--- src/rtl/softmax_window_ctrl_pkg.sv ---
// Shared types and constants for the rate-softmax window sequencer.
// Pair channels are packed with AB in the least-significant byte.
package softmax_window_ctrl_pkg;

    localparam int REL_W  = 8;
    localparam int N_PAIR = 6;
    localparam int VEC_W  = REL_W * N_PAIR;
    localparam int WIN_W  = 3;

    localparam int PAIR_AB = 0;
    localparam int PAIR_AC = 1;
    localparam int PAIR_AD = 2;
    localparam int PAIR_BC = 3;
    localparam int PAIR_BD = 4;
    localparam int PAIR_CD = 5;

    localparam logic [7:0] DEF_WINDOW = 8'd64;

    typedef enum logic [2:0] {
        IDLE    = 3'd0,
        FLUSH   = 3'd1,
        RUN     = 3'd2,
        END     = 3'd3,
        CAPTURE = 3'd4
    } state_t;

    function automatic logic [REL_W-1:0] get_ch(input logic [VEC_W-1:0] vec, input int idx);
        return vec[idx*REL_W +: REL_W];
    endfunction

    function automatic logic [VEC_W-1:0] set_ch(input logic [VEC_W-1:0] vec, input int idx,
                                                input logic [REL_W-1:0] val);
        logic [VEC_W-1:0] res;
        res = vec;
        res[idx*REL_W +: REL_W] = val;
        return res;
    endfunction

endpackage

--- src/rtl/softmax_window_ctrl_if.sv ---
// Input vector and result handshakes of the window sequencer.
// The controller takes the slave side; its producer/consumer take the master side.
interface softmax_window_ctrl_if;
    import softmax_window_ctrl_pkg::*;

    logic             in_valid;
    logic             in_ready;
    logic [VEC_W-1:0] in_rel;
    logic             out_valid;
    logic             out_ready;
    logic [VEC_W-1:0] out_rate;
    logic [WIN_W-1:0] out_winner;

    modport master (
        output in_valid, in_rel, out_ready,
        input  in_ready, out_valid, out_rate, out_winner
    );

    modport slave (
        input  in_valid, in_rel, out_ready,
        output in_ready, out_valid, out_rate, out_winner
    );

endinterface

--- src/rtl/softmax_window_ctrl_result_buf_1e.sv ---
// result_buf_1e: single-entry valid/ready register holding rates and winner.
// A load and a drain in the same clock replace the entry and keep it valid.
module softmax_window_ctrl_result_buf_1e
    import softmax_window_ctrl_pkg::*;
(
    input  logic             clk,
    input  logic             rst_n,
    input  logic             clr,
    input  logic             load,
    input  logic [VEC_W-1:0] in_rate,
    input  logic [WIN_W-1:0] in_winner,
    output logic             can_load,
    output logic             out_valid,
    input  logic             out_ready,
    output logic [VEC_W-1:0] out_rate,
    output logic [WIN_W-1:0] out_winner
);

    assign can_load = !out_valid || out_ready;

    always_ff @(posedge clk) begin
        if (!rst_n) begin
            out_valid  <= 1'b0;
            out_rate   <= '0;
            out_winner <= '0;
        end else if (clr) begin
            out_valid <= 1'b0;
        end else if (load && can_load) begin
            out_valid  <= 1'b1;
            out_rate   <= in_rate;
            out_winner <= in_winner;
        end else if (out_ready) begin
            out_valid <= 1'b0;
        end
    end

endmodule

--- src/rtl/softmax_window_ctrl.sv ---
// Window sequencer for the lateral-inhibition rate softmax: holds one Rel vector,
// brackets a RUN window with flush/end pulses and buffers the resulting rates.
module softmax_window_ctrl
    import softmax_window_ctrl_pkg::*;
(
    input  logic                  clk,
    input  logic                  rst_n,
    input  logic                  abort,
    input  logic [7:0]            cfg_window_len,
    softmax_window_ctrl_if.slave  bus,
    output logic                  sm_cycle_start,
    output logic [VEC_W-1:0]      sm_rel,
    input  logic [VEC_W-1:0]      sm_rate,
    input  logic [WIN_W-1:0]      sm_winner,
    output logic [15:0]           win_count
);

    state_t     state;
    logic [7:0] len;
    logic [7:0] cnt;
    logic       buf_can_load;

    assign bus.in_ready   = (state == IDLE);
    assign sm_cycle_start = (state == FLUSH) || (state == END);

    always_ff @(posedge clk) begin
        if (!rst_n) begin
            state     <= IDLE;
            sm_rel    <= '0;
            len       <= DEF_WINDOW;
            cnt       <= '0;
            win_count <= '0;
        end else if (abort) begin
            state <= IDLE;
            cnt   <= '0;
        end else begin
            case (state)
                IDLE: begin
                    if (bus.in_valid) begin
                        sm_rel <= bus.in_rel;
                        len    <= (cfg_window_len == 8'd0) ? DEF_WINDOW : cfg_window_len;
                        state  <= FLUSH;
                    end
                end
                FLUSH: begin
                    cnt   <= '0;
                    state <= RUN;
                end
                RUN: begin
                    // len is latched at accept, so cfg edits only affect the next window
                    if (cnt == len - 8'd1) begin
                        state <= END;
                    end else begin
                        cnt <= cnt + 8'd1;
                    end
                end
                END: begin
                    state <= CAPTURE;
                end
                CAPTURE: begin
                    if (buf_can_load) begin
                        win_count <= win_count + 16'd1;
                        state     <= IDLE;
                    end
                end
                default: begin
                    state <= IDLE;
                end
            endcase
        end
    end

    softmax_window_ctrl_result_buf_1e u_result_buf (
        .clk        (clk),
        .rst_n      (rst_n),
        .clr        (abort),
        .load       (state == CAPTURE),
        .in_rate    (sm_rate),
        .in_winner  (sm_winner),
        .can_load   (buf_can_load),
        .out_valid  (bus.out_valid),
        .out_ready  (bus.out_ready),
        .out_rate   (bus.out_rate),
        .out_winner (bus.out_winner)
    );

endmodule
--- src/flat_wrapper.sv ---
// flat-port wrapper written by rule: the top's interface ports become plain ports
module softmax_window_ctrl_flat import softmax_window_ctrl_pkg::*;
  (clk, rst_n, abort, cfg_window_len, sm_cycle_start, sm_rel, sm_rate, sm_winner, win_count, bus_in_valid, bus_in_rel, bus_out_ready, bus_in_ready, bus_out_valid, bus_out_rate, bus_out_winner);
  softmax_window_ctrl_if bus_i ();
  input  logic clk;
  input  logic rst_n;
  input  logic abort;
  input  logic [7:0] cfg_window_len;
  output logic sm_cycle_start;
  output logic [VEC_W-1:0] sm_rel;
  input  logic [VEC_W-1:0] sm_rate;
  input  logic [WIN_W-1:0] sm_winner;
  output logic [15:0] win_count;
  input wire logic [$bits(bus_i.in_valid)-1:0] bus_in_valid;
  input wire logic [$bits(bus_i.in_rel)-1:0] bus_in_rel;
  input wire logic [$bits(bus_i.out_ready)-1:0] bus_out_ready;
  output wire logic [$bits(bus_i.in_ready)-1:0] bus_in_ready;
  output wire logic [$bits(bus_i.out_valid)-1:0] bus_out_valid;
  output wire logic [$bits(bus_i.out_rate)-1:0] bus_out_rate;
  output wire logic [$bits(bus_i.out_winner)-1:0] bus_out_winner;
  assign bus_i.in_valid = bus_in_valid;
  assign bus_i.in_rel = bus_in_rel;
  assign bus_i.out_ready = bus_out_ready;
  assign bus_in_ready = bus_i.in_ready;
  assign bus_out_valid = bus_i.out_valid;
  assign bus_out_rate = bus_i.out_rate;
  assign bus_out_winner = bus_i.out_winner;
  softmax_window_ctrl u_core (.clk(clk), .rst_n(rst_n), .abort(abort), .cfg_window_len(cfg_window_len), .bus(bus_i), .sm_cycle_start(sm_cycle_start), .sm_rel(sm_rel), .sm_rate(sm_rate), .sm_winner(sm_winner), .win_count(win_count));
endmodule
--- config.mk ---
export PLATFORM = sky130hd
export DESIGN_NAME = softmax_window_ctrl_flat
export DESIGN_NICKNAME = d
export VERILOG_FILES = /design/src/rtl/softmax_window_ctrl_pkg.sv /design/src/rtl/softmax_window_ctrl_if.sv /design/src/rtl/softmax_window_ctrl_result_buf_1e.sv /design/src/rtl/softmax_window_ctrl.sv /design/src/flat_wrapper.sv
export SDC_FILE = /design/constraint.sdc
export NUM_CORES = 1
export LEC_CHECK = 0
export ABC_AREA = 1
export BUFFER_PORTS_ARGS = -buffer_cell sky130_fd_sc_hd__buf_2
export CORE_ASPECT_RATIO = 0.6
export CORE_UTILIZATION = 40
export DETAILED_ROUTE_END_ITERATION = 10
export GPL_ROUTABILITY_DRIVEN = 0
export GPL_TIMING_DRIVEN = 0
export PLACE_DENSITY = 0.7
export SLEW_MARGIN = 20
export SYNTH_ARGS = -nofsm -noshare
export SYNTH_HDL_FRONTEND = slang
export SYNTH_SLANG_ARGS = --single-unit
export TNS_END_PERCENT = 50
--- constraint.sdc ---
create_clock -name clk -period 1.4 [get_ports clk]
set_input_delay 0.21 -clock clk [delete_from_list [all_inputs] [get_ports clk]]
set_output_delay 0.21 -clock clk [all_outputs]
set_load 0.005 [all_outputs]
# Yosys cells after proc, flatten, opt, wreduce, memory -nomap -nowiden
# Index checks and enable logic that the tools add are counted.
[classes]
add_sub_neg = 3
bitwise = 2
n_reduce_logical = 14
n_eq_ne = 9
mux = 9
[ops]
columns = ["operator", "n"]
rows = [
  ["adder 16 x 1 -> 16 bit, second input constant", 1],
  ["2-to-1 mux 8 bit", 2],
  ["one-hot mux 8 bit (2 select lines)", 1],
  ["one-hot mux 3 bit (5 select lines)", 1],
  ["2-to-1 mux 3 bit", 3],
  ["AND reduction 3 bit", 3],
  ["adder 8 x 1 -> 8 bit, second input constant", 1],
  ["== test 8 bit", 1],
  ["logical NOT 8 bit", 1],
  ["subtractor 8 x 1 -> 8 bit, second input constant", 1],
  ["== test 3 x 2 -> 1 bit, second input constant", 2],
  ["!= test 2 x 1 -> 1 bit, second input constant", 2],
  ["!= test 2 bit, second input constant", 2],
  ["AND reduction 2 bit", 2],
  ["nonzero test 2 bit", 2],
  ["== test 3 x 1 -> 1 bit, second input constant", 1],
  ["== test 3 bit, second input constant", 1],
  ["logical NOT 3 bit", 1],
  ["logical OR 1 bit", 2],
  ["2-to-1 mux 1 bit", 2],
  ["NOT 1 bit", 2],
  ["OR reduction 2 bit", 1],
  ["logical AND 1 bit", 1],
  ["logical NOT 1 bit", 1],
]
[word_totals]
regBits = 135
output_inout_bits = 118
word_cells = 45

# Longest topological paths before layout
[logic_depth]
word_depth = 4
ltp_mapped = 16
ltp_nobuf = 16

# Modules after synthesis
# From an unflattened synthesis, not the netlist that was laid out.
[hier_totals]
hier_cells = 840
hier_area_um2 = 5965.7
[modules_own_cells]
columns = ["module", "n_inst", "area_per_inst_um2", "cells_each"]
rows = [
  ["softmax_window_ctrl", 1, 3646.0, 498],
  ["softmax_window_ctrl_result_buf_1e", 1, 2319.7, 342],
]

# Least setup slack after synthesis
# OpenSTA, ideal clock, no wires.
[synth_timing]
path_kind = "register -> register"
start = "register u_core.len[0]"
end = "register u_core.cnt[4]"
path_buffers = 0
arrival_ns = 1.425
path_stages_with_launch = 15
period_less_slack_ns = 1.557
slack_ns = -0.157
setup_ns = 0.132
cell_sequence = "dfxtp_1 > inv_1 > ha_1 > inv_1 > nand2_1 > nand3b_1 > nand2_1 > inv_1 > nand3_1 > nor2_1 > nand2_1 > nand2_4 > nand2_4 > nand2_1 > a21oi_1"
[synth_via]
elab_chain_cells = 4
[synth_rtl]
columns = ["element", "line", "text"]
rows = [
  ["start: declaration", "softmax_window_ctrl.sv:19", "logic [7:0] len;"],
  ["start signal: assignment", "softmax_window_ctrl.sv:41", "len <= (cfg_window_len == 8'd0) ? DEF_WINDOW : cfg_window_len;"],
  ["subtractor 8 x 1 -> 8 bit", "softmax_window_ctrl.sv:51", "if (cnt == len - 8'd1) begin"],
  ["== test 8 bit", "softmax_window_ctrl.sv:51", ""],
  ["!= test 2 bit (no line)", "n/a", ""],
  ["AND reduction 2 bit (no line)", "n/a", ""],
  ["end signal: assignment", "softmax_window_ctrl.sv:54", "cnt <= cnt + 8'd1;"],
  ["end: declaration", "softmax_window_ctrl.sv:20", "logic [7:0] cnt;"],
]
# No other way between the ends.
# A chain may end at the register's enable or synchronous reset.

# Worst setup path after layout
[layout_timing]
start = "register u_core.len[1]"
end = "register u_core.cnt[0]"
# The elaborated chain is that of the path after synthesis.

==> impl_metrics.ini <==
[clock_tree]
clk_pin_slew_worst_paths_ns = 0.06
root_buffer = clkbuf_16
hold_buffers = 0
clk-insertion-delay-late_ns = 0.41
cts.htree.levels = 4
clock-sinks = 135
cts_tree = yes
cts.path.max_buffers = 2
cts_buffers = 17

[final_layout]
instances_no_fill = 1185
antenna_cells = 0
final_cell_area_um2 = 8713
fill_cells = 1084
drive_above_1_share_pct = 47.39
nNetsFinal = 1118
regArea_um2 = 2731
multi_input_area_um2 = 2902
area_growth_pct = 63.05

[synthesis]
synth_nets = 829
netlist_instances = 714
yosysWarnings = 0
synth-edff-count = 0
synth_top_area_share_pct = 50.57
synth_cell_types = 34
synthArstFlopShare_pct = 0
syn-mean-instance-area_um2 = 7.484
synth_top_cells_by_count = nor2_1, dfxtp_1, o21ai_0
yosys.area.top_type = dfxtp_1
yosys-top-cells-area = dfxtp_1, nor2_1, o21ai_0, nand2_1, a21oi_1
ys.flop_type = dfxtp_1
synth-seq-cells = 135
synth_area_um2 = 5344
ys_seq_area_share_pct = 50.57
yosysMostFrequentCell = nor2_1

[outcome]
violations = negative setup slack
status = finished, violations left

[timing]
setup-violations-final = 86
maxSlewHeadroom_pct = 46.76
tightest_slew_ns = 0.7986
rsz0062_at_grt = yes
finClkSkew_ns = 0.01306
fmax_mhz = 600.2
drv_slew = 0
whs_ns = 0.01800
fin_ws_ns = -0.2660
min_period_over_period_pct = 119.0
fin_crit_ns = 1.666
hold_viol = 0

[power_and_ir_drop]
powerDensity_nw_per_um2 = 1154
switching_share_pct = 23.71
peakVddDrop_mv = 0.9173
p_comb_share_pct = 10.1
p_switching_mw = 2.384
power_mw = 10.05
p_leak_nw = 4.121
seqPwrFrac_pct = 40.2
pwr-share-clk_pct = 49.7
intPower_mw = 7.669

[place]
placed_area_um2 = 6718
io_buffers = 228
hpwl_um = 11330
dpl.cell_count = 1112
pre_cts_slack_ns = -0.5221

[routing]
drc = 0
via_per_inst = 4.798
dr.first_iter.drc_count = 261
post_drt_wl_per_cell_um = 14.62
drt-pass1-iter-count = 5
dr_total_vias = 5686
postRouteWirelength_um = 17320
ant_nets = 0

[floorplan]
core_area_um2 = 12930
io-pin-count = 230
dieArea_um2 = 13840
start_util_pct = 41.32
chipWidth_um = 151.2
rows = 32
die_h_um = 91.53

[grt]
grtUsageMet3_pct = 6.683
busiest_layer = met2
grt.total_usage_pct = 24.67
overflow = 0
use_met2_pct = 38.62
use_met1_pct = 33.57
grt_pass1_vias = 5210
grt_antenna_before_repair = 0
grt_pass1_wl_um = 26590
grt_max_degree = 17

[critical_path]
cp-end-kind = flip-flop
critPathLaunchType = flip-flop
cp_max_fo = 8
rrSetupSlack_ns = -0.27
critPathRequiredTime_ns = 1.66
worstSetupPathType = flip-flop to flip-flop
cp.arrival_ns = 1.93

[run]
max_cap_viol_count = 0

[min_path]
hp-class = input pin to flip-flop
## cell type report
type | instances | share of cell area, %
Timing Repair Buffer | 271 | 19.07
Multi-Input combinational cell | 508 | 33.30
Sequential cell | 135 | 31.35
Inverter | 33 | 1.766
Clock buffer | 18 | 5.040
Tap cell | 170 | 2.441
Clock inverter | 13 | 2.513
Buffer | 37 | 4.523
## worst paths after layout
check | startpoint | to | depth (start not counted)
worst max-delay path | u_core.len[1] | u_core.cnt[0] | 15
worst min-delay path | bus_in_rel[38] | u_core.sm_rel[38] | 3
worst max register to register | u_core.len[1] | u_core.cnt[0] | 15
worst min register to register | u_core.u_result_buf.out_winner[0] | u_core.u_result_buf.out_winner[0] | 2
## layout by cell type, fill, tap and decap left out, types with 4 or more instances in the layout
cell type  netlist  layout
a21oi_1         23      21
buf_12           0       5
buf_16           0       4
buf_2            3     229
buf_4            5      23
buf_6            1      12
buf_8            0      10
bufinv_16        0       5
clkbuf_1        28      12
clkbuf_16        0      21
clkbuf_8         0       7
clkinv_4         0       4
dfxtp_1        135     124
dfxtp_2          0       5
dfxtp_4          0       6
inv_1           29      22
inv_2            3       5
inv_4            0       4
nand2_1         62      49
nand2_2          0      13
nand3_1         22      19
nand4_1          5       5
nor2_1         238     174
nor2_2           4      39
nor2_4           0      29
nor3_4           1       4
o21ai_0        111      54
o21ai_1          2      30
o21ai_2          0      29
xnor2_1          4       4
xor2_1           9       9
## repair_timing
action | 4_1_cts | 5_1_grt
resized for setup | 201 | 129
gates cloned | 11 | 0
hold endpoints to repair | 0 | 0
setup buffers | 27 | 10
endpoints found under the setup margin | 133 | 134
pin swaps | 51 | 26
## worst max-delay path, stage by stage (launching register included)
cell and delay (ns):
dfxtp_4 0.36, inv_4 0.06, ha_4 0.17, inv_2 0.04, nand2_2 0.05, nand2_1 0.05
nand2_1 0.05, nand2_1 0.06, inv_2 0.05, nand3_2 0.05, nor2_2 0.12, nand2_2 0.10
nand2_4 0.14, nand2_8 0.09, nand2_1 0.07, a21oi_1 0.06
## registers in the layout (all words and copies together), names as in the netlist
register and count:
u_core.state 3, u_core.u_result_buf.out_valid 1, u_core.len 8, u_core.sm_rel 48, u_core.u_result_buf.out_rate 48, u_core.win_count 16
u_core.u_result_buf.out_winner 3, u_core.cnt 8
## logic make-up after synthesis
| logic type | share of synthesized area (%) |
|---|---|
| buf+inv | 5.736 |
| simple gates | 27.98 |
| compound gates | 12.88 |
| fa+ha+maj | 0.7025 |
| xor+xnor | 2.131 |
| flops | 50.57 |
## power by group through the flow
stage	registers (mW)	clock network (mW)	logic, mW
final	4.04	5.00	1.01
after global routing	4.05	5.23	1.12
after CTS	4.04	5.05	0.954
after detailed placement	4.11	0	0.782
after global placement	4.11	0	0.772
after floorplan	4.12	0	0.387
## through the flow
stage / utilization [%] / setup TNS [ns]
finish: 67.38 / -8.965
floorplan: - / -0.3831
CTS: 64.43 / -9.929
global placement: 51.94 / -32.02
detailed placement: 51.94 / -33.74
global route: 67.38 / -18.09
## metal layers
layer | part of all wire [%] | wire length (µm) | vias up
li1 | - | - | 2889
met1 | 47 | 8107 | 2601
met2 | 46 | 7947 | 186
met3 | 6.5 | 1121 | 10
met4 | 0.85 | 148 | 0
met5 | 0 | 0 | -
(Power assumes the default switching activity.)
